--- config.mk ---
export PLATFORM = sky130hd
export DESIGN_NAME = block_xfer_ctrl
export DESIGN_NICKNAME = d
export VERILOG_FILES = /design/src/rtl/huc6280_pkg.sv /design/src/rtl/xfer_addr_gen.sv /design/src/rtl/block_xfer_ctrl.sv
export SDC_FILE = /design/constraint.sdc
export NUM_CORES = 1
export LEC_CHECK = 0
export BUFFER_PORTS_ARGS = -buffer_cell sky130_fd_sc_hd__clkbuf_2
export CAP_MARGIN = 20
export CORE_UTILIZATION = 40
export CTS_BUF_LIST = sky130_fd_sc_hd__clkbuf_16
export DETAILED_ROUTE_END_ITERATION = 12
export PLACE_DENSITY = 0.69
export SLEW_MARGIN = 20
export SYNTH_ARGS = -nofsm -noshare
export SYNTH_HDL_FRONTEND = slang
export SYNTH_SLANG_ARGS = --single-unit
--- constraint.sdc ---
create_clock -name clk -period 3.5 [get_ports clk]
set_input_delay 0.175 -clock clk [delete_from_list [all_inputs] [get_ports clk]]
set_output_delay 0.175 -clock clk [all_outputs]
set_load 0.05 [all_outputs]
--- src/rtl/huc6280_pkg.sv ---
// Shared types and constants for the HuC6280 block-transfer sequencer.
// Mode and length decode helpers live here so the top stays focused on sequencing.
package huc6280_pkg;

  typedef enum logic [2:0] {
    MODE_TII = 3'd0,
    MODE_TDD = 3'd1,
    MODE_TIN = 3'd2,
    MODE_TIA = 3'd3,
    MODE_TAI = 3'd4
  } xfer_mode_t;

  typedef enum logic [2:0] {
    ST_IDLE,
    ST_READ,
    ST_WRITE,
    ST_GAP,
    ST_DONE
  } xfer_state_t;

  localparam logic [16:0] LEN_FULL = 17'h10000;

  // Undefined opcode encodings fall back to TII behaviour.
  function automatic xfer_mode_t decode_mode(input logic [2:0] raw);
    case (raw)
      3'd1:    return MODE_TDD;
      3'd2:    return MODE_TIN;
      3'd3:    return MODE_TIA;
      3'd4:    return MODE_TAI;
      default: return MODE_TII;
    endcase
  endfunction

  function automatic logic [16:0] decode_len(input logic [15:0] raw);
    return (raw == 16'd0) ? LEN_FULL : {1'b0, raw};
  endfunction

endpackage

--- src/rtl/xfer_addr_gen.sv ---
// Source/destination pointer registers and per-mode address generation
// for the block-transfer sequencer.
module xfer_addr_gen
  import huc6280_pkg::*;
(
  input  logic        clk,
  input  logic        reset_n,
  input  logic        load,
  input  logic [15:0] load_src,
  input  logic [15:0] load_dst,
  input  xfer_mode_t  mode,
  input  logic        alt,
  input  logic        advance,
  output logic [15:0] src_addr,
  output logic [15:0] dst_addr
);

  logic [15:0] sp;
  logic [15:0] dp;

  always_ff @(posedge clk or negedge reset_n) begin
    if (!reset_n) begin
      sp <= 16'd0;
      dp <= 16'd0;
    end else if (load) begin
      sp <= load_src;
      dp <= load_dst;
    end else if (advance) begin
      // Alternating modes keep their fixed side still; alt supplies the wobble.
      case (mode)
        MODE_TDD: begin
          sp <= sp - 16'd1;
          dp <= dp - 16'd1;
        end
        MODE_TIN: sp <= sp + 16'd1;
        MODE_TIA: sp <= sp + 16'd1;
        MODE_TAI: dp <= dp + 16'd1;
        default: begin
          sp <= sp + 16'd1;
          dp <= dp + 16'd1;
        end
      endcase
    end
  end

  always_comb begin
    src_addr = sp;
    dst_addr = dp;
    if (mode == MODE_TAI) src_addr = sp + {15'd0, alt};
    if (mode == MODE_TIA) dst_addr = dp + {15'd0, alt};
  end

endmodule

--- src/rtl/block_xfer_ctrl.sv ---
// HuC6280 block-transfer sequencer: one byte per read/write pair into the MMU,
// with optional bus-idle gap after each write, honouring MMU_stall and RDY.
module block_xfer_ctrl
  import huc6280_pkg::*;
#(
  parameter int unsigned GAP_CYCLES = 0
) (
  input  logic        clk,
  input  logic        reset_n,
  input  logic        RDY,
  input  logic        start,
  input  logic [2:0]  mode,
  input  logic [15:0] src,
  input  logic [15:0] dst,
  input  logic [15:0] len,
  input  logic        MMU_stall,
  input  logic [7:0]  d_in,
  output logic [15:0] VADDR,
  output logic        RE,
  output logic        WE,
  output logic [7:0]  d_out,
  output logic        busy,
  output logic        done
);

  localparam bit         HAS_GAP  = (GAP_CYCLES != 0);
  localparam logic [2:0] GAP_LAST = 3'(GAP_CYCLES - 1);

  xfer_state_t state, state_next;
  xfer_mode_t  mode_q;
  logic [16:0] cnt;
  logic [7:0]  databuf;
  logic [15:0] last_vaddr;
  logic [2:0]  gap_cnt;
  logic        alt;
  logic [15:0] src_addr;
  logic [15:0] dst_addr;
  logic        load;
  logic        read_ok;
  logic        write_ok;

  assign load     = RDY && (state == ST_IDLE) && start;
  assign read_ok  = RDY && (state == ST_READ) && !MMU_stall;
  assign write_ok = RDY && (state == ST_WRITE) && !MMU_stall;

  xfer_addr_gen u_addr_gen (
    .clk      (clk),
    .reset_n  (reset_n),
    .load     (load),
    .load_src (src),
    .load_dst (dst),
    .mode     (mode_q),
    .alt      (alt),
    .advance  (write_ok),
    .src_addr (src_addr),
    .dst_addr (dst_addr)
  );

  always_ff @(posedge clk or negedge reset_n) begin
    if (!reset_n) state <= ST_IDLE;
    else if (RDY) state <= state_next;
  end

  // Transfer bookkeeping; everything freezes while RDY is low.
  always_ff @(posedge clk or negedge reset_n) begin
    if (!reset_n) begin
      mode_q     <= MODE_TII;
      cnt        <= 17'd0;
      alt        <= 1'b0;
      databuf    <= 8'd0;
      last_vaddr <= 16'd0;
      gap_cnt    <= 3'd0;
    end else begin
      if (load) begin
        mode_q <= decode_mode(mode);
        cnt    <= decode_len(len);
        alt    <= 1'b0;
      end
      if (read_ok) databuf <= d_in;
      if (write_ok) begin
        alt        <= ~alt;
        cnt        <= cnt - 17'd1;
        last_vaddr <= dst_addr;
        gap_cnt    <= 3'd0;
      end
      if (RDY && state == ST_GAP) gap_cnt <= gap_cnt + 3'd1;
    end
  end

  always_comb begin
    state_next = state;
    VADDR      = 16'd0;
    RE         = 1'b0;
    WE         = 1'b0;
    d_out      = 8'd0;
    busy       = 1'b0;
    done       = 1'b0;
    case (state)
      ST_IDLE: begin
        if (start) state_next = ST_READ;
      end
      ST_READ: begin
        VADDR = src_addr;
        RE    = 1'b1;
        busy  = 1'b1;
        if (!MMU_stall) state_next = ST_WRITE;
      end
      ST_WRITE: begin
        VADDR = dst_addr;
        WE    = 1'b1;
        d_out = databuf;
        busy  = 1'b1;
        if (!MMU_stall) begin
          if (cnt == 17'd1)  state_next = ST_DONE;
          else if (HAS_GAP)  state_next = ST_GAP;
          else               state_next = ST_READ;
        end
      end
      ST_GAP: begin
        VADDR = last_vaddr;
        busy  = 1'b1;
        if (gap_cnt == GAP_LAST) state_next = ST_READ;
      end
      ST_DONE: begin
        VADDR      = last_vaddr;
        done       = 1'b1;
        state_next = ST_IDLE;
      end
      default: state_next = ST_IDLE;
    endcase
  end

endmodule

==> run summary, run 1 <==
CP arrival = 2.96 ns
Top Ports = 92
Busiest grt layer = met2
Slew HR = 50.8%
Synth unique cells = 69
Slew Viols, Final = 0
RD Place Congestion = 0.913
Least-Margin Pin Slew = 0.738 ns
Pleak = 0.00302 uW
Most frequent cells in the layout = nand2_1 (127), clkbuf_2 (90), dfrtp_1 (83)
GRT met1 Usage = 33.2%
Synth warn = 0
CTS Buf Count = 9
F_max = 0.319 GHz
Final Hold Vio Count = 0
Status = finished, final reports clean
Clk slew on worst S/H paths = 0.06 ns
Crit Path Class = reg -> out
Startpoint types = flip-flop
Avg WL per Cell = 16.9 um
Clk_skew = 0.00600 ns
Flops & latches, synth = 83
H-tree levels = 3
Starting Density = 41.0%
Setup TNS = 0 ns
Critical path launch point = u_addr_gen.dp[0]
Post-CTS Setup Inserts = 0
Clock Latency Late Sink = 0.35 ns
Detailed Routing Iterations Pass 1 = 5
Die height = 127 um
Pin count of the biggest net entering global routing = 77
VDD IR max = 0.000372 V
DR vias = 6,289
RR Startpoint = mode_q[1]
Diode count = 0
PD cells = 871 mW/mm2
Clock Tree Root = clkbuf_16
Max cap viols = 0
Syn Inst Count = 794
GRT Overall Usage = 23.1%
Initial antenna violation count = 0
Syn_nets = 868
Die area = 0.0161 mm2
Synth Cell Area = 0.00626 mm2
Clk sink count = 83
Post-CTS sizing = 0
Fill count = 1,540
CTS tree = yes
RSZ-0062 raised after global routing = false
Core area = 0.0153 mm2
Antenna Nets Post-Route = 0
First-pass GRT wire length = 29.6 mm
Number of synthesized flops with an enable pin = 0
Share of cells above drive strength 1 = 17.6%
Grt total ovfl = 0
Tmin final = 3.14 ns
Grt met3 use = 3.56%
Hold WS = 0.0306 ns
DRC violations left = 0
Vias/cell = 5.88
# rows = 45
Mean post-synth cell area = 7.88 um2
Total chip power = 6260 uW
Final setup viols = 0
Crit path required time = 3.32 ns
Tcrit/Tclk final = 89.7%
Min-delay src = src[15]
Post-Route WL = 18.1 mm
Hpwl dp = 13.0 mm
GR met2 Demand/Resource = 35.7%
CP Capture Type = primary output
Area Overhead vs Synth = 14.8%
Clock Path Buffers = 2
Number of global-route vias before repair = 5,628
Chip width = 127 um
Cts hold-fix bufs = 0
Commonest non-fill, non-tap cell in the layout = nand2_1
Synth Flop Type = dfrtp_1
Post-synthesis sequential area ratio = 33.2%
Port buffer count = 91
Asr flop ratio synth = 100%
Nets = 927
Hold Path Class = in -> reg
CP max FO = 7
Initial DRC Count = 799
synth_stat cells (all sizes together) (9+ instances only):
library cell  instances  area, um2
mux2i                21        210
xnor2                22        193
inv                  21       78.8
nor2                 46        173
nand3                37        185
clkbuf               55        208
nand2               127        477
buf                   9       50.1
dfrtp                83       2080
ha                   10        125
nor3                 30        150
a221o                13        130
o211ai               12       90.1
and2                 15       93.8
o21ai                56        280
xor2                 14        123
nand4                14       87.6
a21oi                34        178
and3                 13       81.3
nor4                 21        138
or4                  17        131
worst paths after layout:
path	endpoint	cells past startpoint	slack (ns)
worst min register to register	databuf[1]	1	0.49
max in group asynchronous	cnt[3]	3	2.43
worst min-delay path	u_addr_gen.sp[15]	3	0.03
worst max register to register	u_addr_gen.dp[14]	9	0.41
worst max-delay path	VADDR[13]	8	0.36
min in group asynchronous	u_addr_gen.sp[5]	2	0.41
sequential cells by signal, indices dropped and copies added, names as in the netlist:
name,flops
mode_q,3
cnt,17
u_addr_gen.dp,16
state,3
u_addr_gen.sp,16
alt,1
last_vaddr,16
databuf,8
gap_cnt,3
routing by layer:
layer / vias to the layer above / part of all wire, % / wire length, um
met3: 21 / 5.9 / 1070
met5: - / 0 / 0
met1: 2984 / 47 / 8520
li1: 3033 / - / -
met2: 251 / 45 / 8190
met4: 0 / 1.5 / 273
worst max-delay path: stages (launching register included):
cell,delay (ns)
dfrtp_1,0.48
ha_1,0.24
nand4b_1,0.12
or2_2,0.37
or4_1,0.53
xnor2_1,0.18
a221oi_1,0.30
o31ai_1,0.14
clkbuf_2,0.26
cell type report:
cell class	count	area, um2	share of cell area (%)
clock buffers	9	225	3.13
clock inverters	7	68.8	0.958
inverters	22	82.6	1.15
multi-input cells	625	3840	53.5
flip-flops and latches	83	2080	28.9
well taps	211	264	3.67
repair buffers	112	622	8.66
per-stage QoR:
stage | instances | instance area (um2) | util, % | setup WS [ns]
global placement | 1052 | 6880 | 45.1 | 0.566
floorplan | 794 | 6260 | - | 0.200
CTS | 1068 | 7170 | 47.0 | 0.364
global route | 1069 | 7180 | 47.1 | 0.111
detailed placement | 1052 | 6880 | 45.1 | 0.474
finish | 1069 | 7180 | 47.1 | 0.361
cells by family (layout without fill, tap and decap cells):
| logic type | count (synthesis) | count (layout) | share of synthesized area [%] |
|---|---|---|---|
| AO/OA/AOI/OAI | 187 | 187 | 20.0 |
| adder cells (fa/ha/maj) | 10 | 10 | 2.00 |
| multiplexers | 29 | 29 | 4.80 |
| flip-flops | 83 | 83 | 33.2 |
| AND/OR/NAND/NOR | 363 | 363 | 29.5 |
| buffers and inverters | 86 | 150 | 5.44 |
| XOR/XNOR | 36 | 36 | 5.04 |
power breakdown:
group          switching [uW]  internal [uW]
clock                     403            550
sequential                666           1400
combinational            2120           1120
total                    3190           3070
No activity file was read; power rests on OpenSTA's default activity.
==> inputs of run 2 (changes only) <==
Settings changed: CORE_ASPECT_RATIO set to 0.6, PLACE_DENSITY 0.69 to 0.66, TNS_END_PERCENT set to 10.
Clock period 3.5 ns to 3.6 ns, I/O delays scaled along.
==> run 2 against run 1 <==
Count of clock-buffer cells in the layout stayed put; via count decreased by 1.5%; global-route usage up 0.90 points; design area is 0.61% lower; wire length increased by 4.5%; sequential power barely moved; flip-flop and latch count is the same; first-iteration DRC count is 26% lower; combinational power decreased by 5%; total power shrank 2.1%; sequential share of layout area increased by 0.18 points; final cell count is 1.6% lower.
==> run summary, run 2 (synthesized netlist as in run 1, its figures left out) <==
Status = finished, final reports clean
Pin count of the biggest net entering global routing = 65
Grt total ovfl = 0
Register Area = 0.00208 mm2
Core area = 0.0149 mm2
Hpwl dp = 14.0 mm
Startpoint types = flip-flop
Share of cells above drive strength 1 = 17.3%
RD Place Congestion = 0.920
Sw power = 3150 uW
Seq pwr share = 34.1%
Crit path required time = 3.42 ns
Top Ports = 92
Number of global-route vias before repair = 5,426
Critical path launch point = u_addr_gen.dp[3]
Clk sink count = 83
Slew HR = 40.6%
Max cap viols = 0
Antenna Nets Post-Route = 0
Pleak = 0.00300 uW
F_max = 0.314 GHz
Chip width = 163 um
Die area = 0.0162 mm2
WHS Endpoint = u_addr_gen.dp[5]
CTS Buf Count = 9
Detailed Routing Iterations Pass 1 = 5
First-pass GRT wire length = 30.3 mm
Post-CTS sizing = 0
Post-layout util = 48.0%
Diode count = 0
DRC violations left = 0
CP max FO = 18
Pint = 2970 uW
CP arrival = 3.00 ns
Least-Margin Pin Slew = 0.882 ns
PD cells = 858 mW/mm2
Hold WS = 0.0460 ns
Clock Latency Late Sink = 0.35 ns
H-tree levels = 3
Min-delay src = dst[5]
RSZ-0062 raised after global routing = false
Setup TNS = 0 ns
Post-Route WL = 18.9 mm
RR Startpoint = mode_q[1]
Worst r2r path cells = 9
Area Overhead vs Synth = 14.1%
# rows = 34
Nets = 923
DR vias = 6,192
Area of the multi-input gates = 0.00384 mm2
Clk slew on worst S/H paths = 0.07 ns
CTS tree = yes
Placed Instances = 1,035
Vias/cell = 5.89
Hold path depth = 3
Clock Path Buffers = 2
Net Sw Frac = 51.5%
R2r setup slk = 0.53 ns
Reg with most FFs = cnt
Fill count = 1,484
Reg2Reg Capture Point = u_addr_gen.dp[14]
Tmin final = 3.18 ns
Tcrit/Tclk final = 88.4%
CP Capture Type = primary output
Port buffer count = 91
Initial DRC Count = 590
GRT Overall Usage = 24.0%
Final Hold Vio Count = 0
Clk_skew = 0.0106 ns
Total chip power = 6120 uW
Comb pwr share = 50.2%
Starting Density = 42.0%
VDD IR max = 0.000626 V
Fin cells = 1,052
Avg WL per Cell = 17.9 um
Die height = 98.9 um
Clock Tree Root = clkbuf_16
Commonest non-fill, non-tap cell in the layout = nand2_1
Slew Viols, Final = 0
Initial antenna violation count = 0
Final setup viols = 0
Hold Path Class = in -> reg
Most frequent cells in the layout = nand2_1 (127), clkbuf_2 (90), dfrtp_1 (83)
Clock power share = 15.6%
Max reg flops = 17
Crit Path Class = reg -> out
==> run 2: cell count changes in the layout (fill, tap and decap cells not counted) <==
cell	before	now
buf_6	1	0
clkinv_4	3	1
clkinv_2	1	0
buf_4	20	17
clkinv_1	3	2
inv_6	0	2
clkinvlp_4	0	2
==> run 2: worst max-delay path by stage <==
stage	end	slack, ns
floorplan	u_addr_gen.dp[14]	0.30
global placement	u_addr_gen.dp[14]	0.64
detailed placement	u_addr_gen.dp[14]	0.57
CTS	VADDR[13]	0.43
global route	VADDR[13]	0.24
finish	VADDR[13]	0.42
==> run 2: area by class of cell <==
class / count / area share, %
Clock buffer: 9 / 3.15
Clock inverter: 7 / 1.05
Inverter: 22 / 1.16
Multi-Input combinational cell: 625 / 53.8
Sequential cell: 83 / 29.1
Tap cell: 198 / 3.47
Timing Repair Buffer: 108 / 8.24
==> run 2: metrics by stage <==
stage               instance area [um2]  worst slack (ns)
floorplan                          6260             0.300
global placement                   6830             0.636
detailed placement                 6830             0.568
CTS                                7140             0.435
global route                       7140             0.237
finish                             7140             0.416
==> run 2: per-layer routing <==
metal	GRT usage, %	vias up	wire (um)
met5	0	-	0
li1	-	3020	-
met2	30.6	285	7150
met3	5.72	12	1780
met1	39.5	2875	9800
met4	4.34	0	142
==> run 2: power groups by stage <==
stage               combinational (uW)  sequential [uW]  clock [uW]
floorplan                         2640             1640           0
global placement                  3010             2070           0
detailed placement                3040             2070           0
CTS                               3050             2060         973
global route                      3380             2170        1020
finish                            3080             2090         957
==> run 2: critical path: stages, from the launching register on <==
cell      delay, ns
dfrtp_1        0.71
nand4_1        0.19
or2_2          0.37
or4_1          0.53
xnor2_1        0.18
a221oi_1       0.27
o31ai_1        0.14
clkbuf_2       0.27
==> run 2: timing repair <==
action | 4_1_cts | 5_1_grt
hold endpoints to repair | 63 | 0
buffers inserted | 0 | 0
hold buffers | 1 | 0
